$ cat config.mk
export PLATFORM = sky130hd
export DESIGN_NAME = decode
export DESIGN_NICKNAME = d
export VERILOG_FILES = /design/src/rtl/decode.sv
export SDC_FILE = /design/constraint.sdc
export NUM_CORES = 1
export LEC_CHECK = 0
export ABC_AREA = 1
export CAP_MARGIN = 20
export CORE_MARGIN = 3
export CORE_UTILIZATION = 25
export DETAILED_ROUTE_END_ITERATION = 8
export GPL_ROUTABILITY_DRIVEN = 0
export PLACE_DENSITY = 0.55
export SYNTH_ARGS = -nofsm -noshare
export SYNTH_HDL_FRONTEND = slang
export SYNTH_SLANG_ARGS = --single-unit
$ cat constraint.sdc
create_clock -name clk -period 1.7 [get_ports clk]
set_input_delay 0.34 -clock clk [delete_from_list [all_inputs] [get_ports clk]]
set_output_delay 0.34 -clock clk [all_outputs]
set_load 0.02 [all_outputs]
$ cat src/rtl/decode.sv
// RV64I instruction decode stage: registers decoded fields for execute, detects load-use
// hazards against the held instruction and inserts a bubble while fetch holds.
module decode (
    input  logic        clk,
    input  logic        reset,
    input  logic        stall_in,
    input  logic        flush_in,
    input  logic [63:0] pc_in,
    input  logic [63:0] instr_in,
    input  logic        branch_predicted_taken_in,
    output logic        stall_out,
    output logic        valid_out,
    output logic [63:0] pc_out,
    output logic [4:0]  rs1_out,
    output logic [4:0]  rs2_out,
    output logic [4:0]  rd_out,
    output logic [63:0] imm_out,
    output logic [3:0]  alu_op_out,
    output logic        alu_src1_pc_out,
    output logic        alu_src2_imm_out,
    output logic        word_op_out,
    output logic        mem_read_out,
    output logic        mem_write_out,
    output logic [1:0]  mem_width_out,
    output logic        mem_unsigned_out,
    output logic        reg_write_out,
    output logic        branch_out,
    output logic        jal_out,
    output logic        jalr_out,
    output logic [2:0]  branch_funct3_out,
    output logic        branch_predicted_taken_out,
    output logic        illegal_out
);

    localparam logic [6:0] OpLui    = 7'b0110111;
    localparam logic [6:0] OpAuipc  = 7'b0010111;
    localparam logic [6:0] OpJal    = 7'b1101111;
    localparam logic [6:0] OpJalr   = 7'b1100111;
    localparam logic [6:0] OpBranch = 7'b1100011;
    localparam logic [6:0] OpLoad   = 7'b0000011;
    localparam logic [6:0] OpStore  = 7'b0100011;
    localparam logic [6:0] OpImm    = 7'b0010011;
    localparam logic [6:0] OpImm32  = 7'b0011011;
    localparam logic [6:0] OpOp     = 7'b0110011;
    localparam logic [6:0] OpOp32   = 7'b0111011;

    localparam logic [3:0] AluAdd   = 4'd0;
    localparam logic [3:0] AluSub   = 4'd1;
    localparam logic [3:0] AluSll   = 4'd2;
    localparam logic [3:0] AluSlt   = 4'd3;
    localparam logic [3:0] AluSltu  = 4'd4;
    localparam logic [3:0] AluXor   = 4'd5;
    localparam logic [3:0] AluSrl   = 4'd6;
    localparam logic [3:0] AluSra   = 4'd7;
    localparam logic [3:0] AluOr    = 4'd8;
    localparam logic [3:0] AluAnd   = 4'd9;
    localparam logic [3:0] AluPassB = 4'd10;

    typedef struct packed {
        logic        valid;
        logic [63:0] pc;
        logic [4:0]  rs1;
        logic [4:0]  rs2;
        logic [4:0]  rd;
        logic [63:0] imm;
        logic [3:0]  alu_op;
        logic        src1_pc;
        logic        src2_imm;
        logic        word_op;
        logic        mem_read;
        logic        mem_write;
        logic [1:0]  mem_width;
        logic        mem_unsigned;
        logic        reg_write;
        logic        branch;
        logic        jal;
        logic        jalr;
        logic [2:0]  branch_funct3;
        logic        pred_taken;
        logic        illegal;
    } dec_t;

    function automatic logic [3:0] alu_of(input logic [2:0] f3, input logic alt);
        logic [3:0] op;
        case (f3)
            3'b000:  op = alt ? AluSub : AluAdd;
            3'b001:  op = AluSll;
            3'b010:  op = AluSlt;
            3'b011:  op = AluSltu;
            3'b100:  op = AluXor;
            3'b101:  op = alt ? AluSra : AluSrl;
            3'b110:  op = AluOr;
            default: op = AluAnd;
        endcase
        return op;
    endfunction

    logic [31:0] ins;
    logic        unused_hi;
    logic [6:0]  opcode;
    logic [2:0]  funct3;
    logic [6:0]  funct7;
    logic [4:0]  rs1;
    logic [4:0]  rs2;
    logic [4:0]  rd;
    logic        f7_zero;
    logic        f7_alt;
    logic [63:0] imm_i;
    logic [63:0] imm_s;
    logic [63:0] imm_b;
    logic [63:0] imm_u;
    logic [63:0] imm_j;
    logic        legal;
    logic        uses_rs1;
    logic        uses_rs2;
    dec_t        dec_d;
    dec_t        dec_q;
    dec_t        bubble;

    assign ins       = instr_in[31:0];
    assign unused_hi = ^instr_in[63:32];
    assign opcode    = ins[6:0];
    assign rd        = ins[11:7];
    assign funct3    = ins[14:12];
    assign rs1       = ins[19:15];
    assign rs2       = ins[24:20];
    assign funct7    = ins[31:25];
    assign f7_zero   = (funct7 == 7'b0000000);
    assign f7_alt    = (funct7 == 7'b0100000);

    assign imm_i = {{52{ins[31]}}, ins[31:20]};
    assign imm_s = {{52{ins[31]}}, ins[31:25], ins[11:7]};
    assign imm_b = {{51{ins[31]}}, ins[31], ins[7], ins[30:25], ins[11:8], 1'b0};
    assign imm_u = {{32{ins[31]}}, ins[31:12], 12'b0};
    assign imm_j = {{43{ins[31]}}, ins[31], ins[19:12], ins[20], ins[30:21], 1'b0};

    assign uses_rs1 = !(opcode == OpLui || opcode == OpAuipc || opcode == OpJal);
    assign uses_rs2 = (opcode == OpOp) || (opcode == OpOp32) || (opcode == OpStore) ||
                      (opcode == OpBranch);

    always_comb begin
        dec_d            = '0;
        legal            = 1'b1;
        dec_d.valid      = 1'b1;
        dec_d.pc         = pc_in;
        dec_d.rs1        = rs1;
        dec_d.rs2        = rs2;
        dec_d.rd         = rd;
        dec_d.pred_taken = branch_predicted_taken_in;
        case (opcode)
            OpLui: begin
                dec_d.imm       = imm_u;
                dec_d.alu_op    = AluPassB;
                dec_d.src2_imm  = 1'b1;
                dec_d.reg_write = 1'b1;
            end
            OpAuipc: begin
                dec_d.imm       = imm_u;
                dec_d.src1_pc   = 1'b1;
                dec_d.src2_imm  = 1'b1;
                dec_d.reg_write = 1'b1;
            end
            OpJal: begin
                dec_d.imm       = imm_j;
                dec_d.src1_pc   = 1'b1;
                dec_d.src2_imm  = 1'b1;
                dec_d.jal       = 1'b1;
                dec_d.reg_write = 1'b1;
            end
            OpJalr: begin
                dec_d.imm       = imm_i;
                dec_d.src2_imm  = 1'b1;
                dec_d.jalr      = 1'b1;
                dec_d.reg_write = 1'b1;
                legal           = (funct3 == 3'b000);
            end
            OpBranch: begin
                dec_d.imm           = imm_b;
                dec_d.branch        = 1'b1;
                dec_d.branch_funct3 = funct3;
                legal               = (funct3 != 3'b010) && (funct3 != 3'b011);
            end
            OpLoad: begin
                dec_d.imm          = imm_i;
                dec_d.src2_imm     = 1'b1;
                dec_d.mem_read     = 1'b1;
                dec_d.mem_width    = funct3[1:0];
                dec_d.mem_unsigned = funct3[2];
                dec_d.reg_write    = 1'b1;
                legal              = (funct3 != 3'b111);
            end
            OpStore: begin
                dec_d.imm       = imm_s;
                dec_d.src2_imm  = 1'b1;
                dec_d.mem_write = 1'b1;
                dec_d.mem_width = funct3[1:0];
                legal           = !funct3[2];
            end
            OpImm: begin
                dec_d.imm       = imm_i;
                dec_d.src2_imm  = 1'b1;
                dec_d.alu_op    = alu_of(funct3, ins[30] && (funct3 == 3'b101));
                dec_d.reg_write = 1'b1;
                // RV64 shamt is 6 bits, so only ins[31:26] carry the shift-type encoding.
                if (funct3 == 3'b001) begin
                    legal = (ins[31:26] == 6'b000000);
                end else if (funct3 == 3'b101) begin
                    legal = (ins[31:26] == 6'b000000) || (ins[31:26] == 6'b010000);
                end
            end
            OpImm32: begin
                dec_d.imm       = imm_i;
                dec_d.src2_imm  = 1'b1;
                dec_d.word_op   = 1'b1;
                dec_d.alu_op    = alu_of(funct3, ins[30] && (funct3 == 3'b101));
                dec_d.reg_write = 1'b1;
                legal           = (funct3 == 3'b000) ||
                                  ((funct3 == 3'b001) && f7_zero) ||
                                  ((funct3 == 3'b101) && (f7_zero || f7_alt));
            end
            OpOp: begin
                dec_d.alu_op    = alu_of(funct3, ins[30]);
                dec_d.reg_write = 1'b1;
                legal           = f7_zero ||
                                  (f7_alt && ((funct3 == 3'b000) || (funct3 == 3'b101)));
            end
            OpOp32: begin
                dec_d.word_op   = 1'b1;
                dec_d.alu_op    = alu_of(funct3, ins[30]);
                dec_d.reg_write = 1'b1;
                legal           = (((funct3 == 3'b000) || (funct3 == 3'b101)) &&
                                   (f7_zero || f7_alt)) ||
                                  ((funct3 == 3'b001) && f7_zero);
            end
            default: legal = 1'b0;
        endcase

        if (!legal) begin
            dec_d         = '0;
            dec_d.valid   = 1'b1;
            dec_d.pc      = pc_in;
            dec_d.rs1     = rs1;
            dec_d.rs2     = rs2;
            dec_d.rd      = rd;
            dec_d.illegal = 1'b1;
        end

        if (dec_d.rd == 5'd0) begin
            dec_d.reg_write = 1'b0;
        end
    end

    always_comb begin
        bubble    = '0;
        bubble.pc = pc_in;
    end

    assign stall_out = !reset && dec_q.valid && dec_q.mem_read && (dec_q.rd != 5'd0) &&
                       ((uses_rs1 && (rs1 == dec_q.rd)) || (uses_rs2 && (rs2 == dec_q.rd)));

    always_ff @(posedge clk) begin
        if (reset) begin
            dec_q <= '0;
        end else if (!stall_in) begin
            if (flush_in || stall_out) begin
                dec_q <= bubble;
            end else begin
                dec_q <= dec_d;
            end
        end
    end

    assign valid_out                  = dec_q.valid;
    assign pc_out                     = dec_q.pc;
    assign rs1_out                    = dec_q.rs1;
    assign rs2_out                    = dec_q.rs2;
    assign rd_out                     = dec_q.rd;
    assign imm_out                    = dec_q.imm;
    assign alu_op_out                 = dec_q.alu_op;
    assign alu_src1_pc_out            = dec_q.src1_pc;
    assign alu_src2_imm_out           = dec_q.src2_imm;
    assign word_op_out                = dec_q.word_op;
    assign mem_read_out               = dec_q.mem_read;
    assign mem_write_out              = dec_q.mem_write;
    assign mem_width_out              = dec_q.mem_width;
    assign mem_unsigned_out           = dec_q.mem_unsigned;
    assign reg_write_out              = dec_q.reg_write;
    assign branch_out                 = dec_q.branch;
    assign jal_out                    = dec_q.jal;
    assign jalr_out                   = dec_q.jalr;
    assign branch_funct3_out          = dec_q.branch_funct3;
    assign branch_predicted_taken_out = dec_q.pred_taken;
    assign illegal_out                = dec_q.illegal;

endmodule

==> out/results.txt, run 1 <==
Post-synthesis sequential area ratio -> 44.6%
XOR/XNOR share of the synthesized area -> 0.293%
Area of the multi-input gates -> 0.00292 mm2
Crit. End Element -> primary output
GRT busiest layer -> met2
Fmax -> 0.511 GHz
Compound-Gate Fraction of Synth Area -> 12.1%
Dominant cell type by area after synthesis -> dfxtp_1
Reg area -> 0.00267 mm2
Vias in the first global route -> 6459
Initial antenna violation count -> 0
Worst EP arrival -> 1.62 ns
Min-Delay Path Class -> primary input to flip-flop
Mapped cell area -> 0.00597 mm2
Top post-synthesis cells by area -> dfxtp_1 45%, nand2_1 12%, nor2_1 10%
Met3 GRT Util -> 8.00%
Filler cells -> 2402
Pwr dens -> 814 mW/mm2
Overflow after GRT -> 0
Most common cell after layout, fill and taps aside -> nand2_1
Synth unique cells -> 32
Fin crit period -> 1.96 ns
Hold_ws -> 0.253 ns
Die width -> 161 um
Syn nets -> 978
Via count -> 6561
Max clock buf depth -> 2
Post-synthesis mux area share -> 0%
Clock sinks -> 133
Max transition margin -> 66.2%
Post-Synth Adder-Cell Area -> 0%
Post-synth top area share -> 44.6%
VDD IR max -> 0.000635 V
PnR worst setup slack -> -0.258 ns
Dpl cell area -> 0.00947 mm2
CP Class -> flip-flop to primary output
Drt via density -> 4.36
First-pass GRT wire length -> 35.5 mm
Top Ports -> 299
Syn Area/Cell -> 7.07 um2
GRT Util Overall -> 17.3%
Total CTS buffers -> 17
Status -> finished, violations left
Met1 Usage GRT -> 20.8%
Post-synthesis simple-gate area fraction -> 32.3%
Largest net degree at the start of global routing -> 77
1st-iter DRT viols -> 237
Root Buffer -> clkbuf_16
Post-CTS Hold Buffers -> 0
N_diodes -> 0
Number of H-tree levels -> 4
DR pass1 iterations -> 4
Failing checks -> negative setup slack
# Max-Cap Violations -> 0
Ratio of cells with drive above 1 in the final layout -> 24.3%
Worst-margin pin slew -> 0.507 ns
Num rows -> 55
Post-synthesis sequential element count -> 133
Die ar. -> 0.0258 mm2
Detailed-route DRC error count -> 0
RSZ-0062 raised after global routing -> yes
IO Port Bufs -> 266
Clk Latency, worst-skew pair -> 0.42 ns
HPWL Detailed -> 17.2 mm
Routed WL per cell -> 15.4 um
Area of the core -> 0.0231 mm2
Fin crit share -> 115%
Met2 GRT Util -> 27.8%
Nets@finish -> 1312
Crit path max fanout -> 3
Final setup viols -> 59
Clock slew at reported path FFs -> 0.06 ns
Design area -> 0.0103 mm2
Die height -> 161 um
Combinational family with the most area after synthesis -> simple AND/OR/NAND/NOR gates
Final Skew -> 0.00693 ns
Final Hold Vio Count -> 0
Initial Util -> 25.9%
Final Max Slew Viols -> 0
Post-DRT Antenna Nets -> 0
Final wirelength -> 23.2 mm
TritonCTS clock tree -> yes
Syn. warnings -> 0
Worst Path Required -> 1.36 ns
Commonest non-fill, non-tap cells in the layout -> 181 x nand2_1, 154 x nor2_1, 143 x dlygate4sd2_1
Pleak -> 0.00518 uW
Critical Path Start Type -> flip-flop
Layout area overhead -> 72.0%
Post-Synthesis Cells -> 845
==> synthesized netlist by cell type <==
master / instances
o22ai_1: 6
a21boi_0: 9
dfxtp_1: 133
a21oi_4: 1
clkbuf_2: 2
nor2_8: 1
nand2_1: 192
buf_6: 3
buf_1: 2
buf_2: 7
or2_2: 1
o21ai_1: 10
a31oi_1: 1
nor4_1: 1
nor3_1: 2
nand2_2: 16
nor2_2: 6
o21ai_0: 92
nand4_1: 35
nand3_2: 1
inv_1: 42
nand2_4: 4
buf_4: 34
xnor2_1: 2
nor2_4: 1
a21oi_1: 17
nor2_1: 162
clkbuf_1: 30
inv_4: 1
nand3_1: 23
nand3_4: 1
inv_2: 7
==> critical path, cell delays in order, from the launching register on <==
cell	delay (ns)
dfxtp_2	0.36
buf_4	0.12
nand2_1	0.05
nand2_1	0.07
nand3_2	0.10
nor2_4	0.15
nand2_2	0.08
nand2_4	0.08
nand2_4	0.05
inv_2	0.05
buf_6	0.10
==> registers in the layout (all words and copies together) (netlist names) <==
signal	count
mem_unsigned_out	1
illegal_out	1
branch_funct3_out	3
rd_out	5
mem_write_out	1
reg_write_out	1
jal_out	1
jalr_out	1
rs2_out	5
pc_out	64
alu_src1_pc_out	1
valid_out	1
alu_op_out	4
imm_out	32
branch_out	1
rs1_out	5
mem_read_out	1
alu_src2_imm_out	1
mem_width_out	2
word_op_out	1
branch_predicted_taken_out	1
==> worst paths after layout <==
kind                     start          end  slack [ns]  depth (start not counted)
setup / recovery     rd_out[4]    stall_out       -0.26                         10
hold / removal    instr_in[17]   rs1_out[2]        0.25                          3
setup reg to reg     rd_out[4]    rd_out[2]       -0.16                         13
hold reg to reg    imm_out[19]  imm_out[19]        0.45                          2
==> cells by family after synthesis <==
family / after synthesis
AO/OA/AOI/OAI: 136
XOR/XNOR: 2
buffers and inverters: 128
AND/OR/NAND/NOR: 446
flip-flops: 133
==> stage by stage <==
stage	total power, uW	util [%]	setup TNS, ns	cells	worst slack [ns]
final	8360	44.6	-5.55	1505	-0.258
after CTS	8420	43.5	-0.675	1497	-0.291
after global routing	8740	44.6	-12.59	1505	-0.372
after floorplan	3880	-	0	845	0.0276
after global placement	4650	41.1	-56.37	1456	-0.854
after detailed placement	4650	41.1	-57.10	1456	-0.896
==> power breakdown <==
group / total, uW / switching, uW / internal (uW)
combinational: 1270 / 673 / 596
clock: 3790 / 1550 / 2250
sequential: 3300 / 61.0 / 3240
==> area by class of cell <==
cell class	count	share of cell area, %
clock buffer	18	4.27
timing repair buffer	392	34.0
inverter	50	1.85
multi-input combinational	585	28.4
sequential	133	26.0
clock inverter	14	1.61
tap	313	3.81
==> per-layer routing <==
layer,vias up,routed length [um]
li1,3363,-
met1,2924,9930
met2,249,10500
met3,25,2400
met4,0,357
met5,-,0
==> what timing repair did <==
action / in CTS / in global routing
endpoints found under the setup margin: 235 / 107
setup buffers: 7 / 5
resized for setup: 208 / 156
pin swaps: 11 / 18
gates cloned: 2 / 4
No activity file was read; power rests on OpenSTA's default activity.
==> run 2, diff against run 1 <==
--- a/config.mk
+++ b/config.mk
@@ -7,7 +7,6 @@
 export LEC_CHECK = 0
 export ABC_AREA = 1
 export CAP_MARGIN = 20
-export CORE_MARGIN = 3
 export CORE_UTILIZATION = 25
 export DETAILED_ROUTE_END_ITERATION = 8
 export GPL_ROUTABILITY_DRIVEN = 0
==> out/results.txt, run 2 (synthesis gave the netlist of run 1 again) <==
Status -> finished, violations left (unchanged)
Failing checks -> negative setup slack (unchanged)
Worst EP arrival -> 1.63 ns (was 1.62 ns)
Filler cells -> 2477 (was 2402)
Max reg flops -> 64 (unchanged)
Ratio of cells with drive above 1 in the final layout -> 23.7% (was 24.3%)
Critical Path Start Type -> primary input (was flip-flop)
Die width -> 157 um (was 161 um)
RSZ-0062 raised after global routing -> yes (unchanged)
N_diodes -> 0 (unchanged)
Post-CTS Hold Buffers -> 0 (unchanged)
Largest net degree at the start of global routing -> 65 (was 77)
Most common cell after layout, fill and taps aside -> nand2_1 (unchanged)
Worst Path Required -> 1.36 ns (about the same)
Drt via density -> 4.34 (was 4.36)
TNS Setup -> -1.11 ns (was -5.55 ns)
GRT Util Overall -> 18.7% (was 17.3%)
DRT met1 WL -> 9.90 mm (was 9.93 mm)
1st-iter DRT viols -> 220 (was 237)
Initial antenna violation count -> 0 (unchanged)
DR pass1 iterations -> 4 (unchanged)
Final Max Slew Viols -> 0 (unchanged)
Tot Pwr -> 8570 uW (was 8360 uW)
Max clock buf depth -> 2 (unchanged)
Vias in the first global route -> 6524 (was 6459)
Total CTS buffers -> 17 (unchanged)
Pleak -> 0.00518 uW (about the same)
Pwr dens -> 826 mW/mm2 (was 814 mW/mm2)
Fmax -> 0.507 GHz (was 0.511 GHz)
CP Buf/Inv Count -> 4 (was 3)
Layout area overhead -> 73.6% (was 72.0%)
Worst-margin pin slew -> 0.528 ns (was 0.507 ns)
Nets@finish -> 1318 (was 1312)
Area of the core -> 0.0235 mm2 (was 0.0231 mm2)
Clock slew at reported path FFs -> 0.07 ns (was 0.06 ns)
Clock sinks -> 133 (unchanged)
Crit path max fanout -> 3 (unchanged)
Top Metal Used -> met4 (unchanged)
Final wirelength -> 22.6 mm (was 23.2 mm)
Routed WL per cell -> 14.9 um (was 15.4 um)
Initial Util -> 25.5% (was 25.9%)
R2R Setup Slk -> -0.08 ns (was -0.16 ns)
Placed cells -> 1466 (was 1456)
Met2 wire length -> 10.4 mm (was 10.5 mm)
VDD IR max -> 0.000615 V (was 0.000635 V)
Final setup viols -> 28 (was 59)
Overflow after GRT -> 0 (unchanged)
Most used cell, CP -> nand2_4
Min-Delay Path Class -> primary input to flip-flop (unchanged)
IO Port Bufs -> 266 (unchanged)
Area of the multi-input gates -> 0.00287 mm2 (was 0.00292 mm2)
Commonest non-fill, non-tap cells in the layout -> 179 x nand2_1, 151 x nor2_1, 143 x dlygate4sd2_1 (was 181 x nand2_1, 154 x nor2_1, 143 x dlygate4sd2_1)
Via count -> 6579 (was 6561)
Met3 wire length -> 1.89 mm (was 2.40 mm)
Crit-path leading delay family -> buffers and inverters (was simple AND/OR/NAND/NOR gates)
HPWL Detailed -> 16.5 mm (was 17.2 mm)
Top Ports -> 299 (unchanged)
Detailed-route DRC error count -> 0 (unchanged)
Fin crit period -> 1.97 ns (was 1.96 ns)
Final Hold Vio Count -> 0 (unchanged)
TritonCTS clock tree -> yes (unchanged)
CP Class -> primary input to primary output (was flip-flop to primary output)
Clk Latency, worst-skew pair -> 0.42 ns (about the same)
Die height -> 157 um (was 161 um)
Root Buffer -> clkbuf_16 (unchanged)
CP max stage cell -> clkdlybuf4s50_1 (was dfxtp_2)
Design area -> 0.0104 mm2 (was 0.0103 mm2)
Final Skew -> 0.0115 ns (was 0.00693 ns)
Fin crit share -> 116% (was 115%)
Crit. End Element -> primary output (unchanged)
Cell Count, Final, Fillers Out -> 1517 (was 1505)
Die ar. -> 0.0245 mm2 (was 0.0258 mm2)
Post-DRT Antenna Nets -> 0 (unchanged)
Number of H-tree levels -> 4 (unchanged)
Num rows -> 56 (was 55)
Reg area -> 0.00267 mm2 (about the same)
Dpl cell area -> 0.00953 mm2 (was 0.00947 mm2)
Max stage delay on crit path -> 0.52 ns (was 0.36 ns)
PnR worst setup slack -> -0.271 ns (was -0.258 ns)
# Max-Cap Violations -> 0 (unchanged)
Max transition margin -> 64.8% (was 66.2%)
Crit-path cells -> clkdlybuf4s50_1 > inv_1 > nand2_1 > nand4_1 > nor2_2 > nand2_2 > nand2_4 > nand2_4 > inv_2 > buf_6 (was buf_4 > nand2_1 > nand2_1 > nand3_2 > nor2_4 > nand2_2 > nand2_4 > nand2_4 > inv_2 > buf_6)
First-pass GRT wire length -> 35.3 mm (was 35.5 mm)
run 2: cell type report:
type	instances	area share, %
well taps	319	3.85
multi-input cells	584	27.7
repair buffers	399	34.8
inverters	50	1.86
clock buffers	18	4.23
clock inverters	14	1.81
flip-flops and latches	133	25.8
run 2: power by group:
group	switching [uW]	total, uW	leakage (uW)	internal (uW)
Combinational	664	1270	0.00379	605
Sequential	60.8	3300	0.00109	3240
Clock	1610	4000	0.000298	2390
run 2: worst paths after layout:
check	depth (start not counted)	start	end
max	10	instr_in[23]	stall_out
min reg2reg	2	branch_funct3_out[2]	branch_funct3_out[2]
min	3	instr_in[17]	rs1_out[2]
max reg2reg	10	rd_out[4]	rd_out[0]
run 2: tightest hold or removal path: cells and delay by family:
kind | cells | cell delay (ns)
buffers and inverters | 2 | 0.32
AOI/OAI and AO/OA | 1 | 0.06
run 2: per-layer routing:
layer  global-route usage [%]  vias to the layer above
met5                        0                        -
met3                     6.56                       25
met1                     22.5                     2941
met4                     6.21                        0
met2                     31.0                      242
li1                         -                     3371
run 2: what timing repair did:
item | CTS | global route
endpoints found under the hold margin | 0 | 0
pin swaps | 24 | 7
setup endpoints to repair | 236 | 103
setup buffers | 13 | 3
resized for setup | 261 | 97
cloned | 3 | 3
run 2: metrics by stage:
| stage | worst slack (ns) | util [%] | hold WS, ns |
|---|---|---|---|
| final | -0.271 | 44.2 | 0.345 |
| after global routing | -0.370 | 44.2 | 0.350 |
| after CTS | -0.280 | 43.9 | 0.326 |
| after detailed placement | -0.915 | 40.6 | 0.443 |
| after global placement | -0.864 | 40.6 | 0.439 |
| after floorplan | 0.0276 | - | 0.477 |
==> run 3, diff against run 2 <==
--- a/config.mk
+++ b/config.mk
@@ -10,6 +10,7 @@
 export CORE_UTILIZATION = 25
 export DETAILED_ROUTE_END_ITERATION = 8
 export GPL_ROUTABILITY_DRIVEN = 0
+export HOLD_SLACK_MARGIN = 0.06
 export PLACE_DENSITY = 0.55
 export SYNTH_ARGS = -nofsm -noshare
 export SYNTH_HDL_FRONTEND = slang
==> results of run 3 <==
No change in the layout: final DEF, timing and power equal those of run 2.
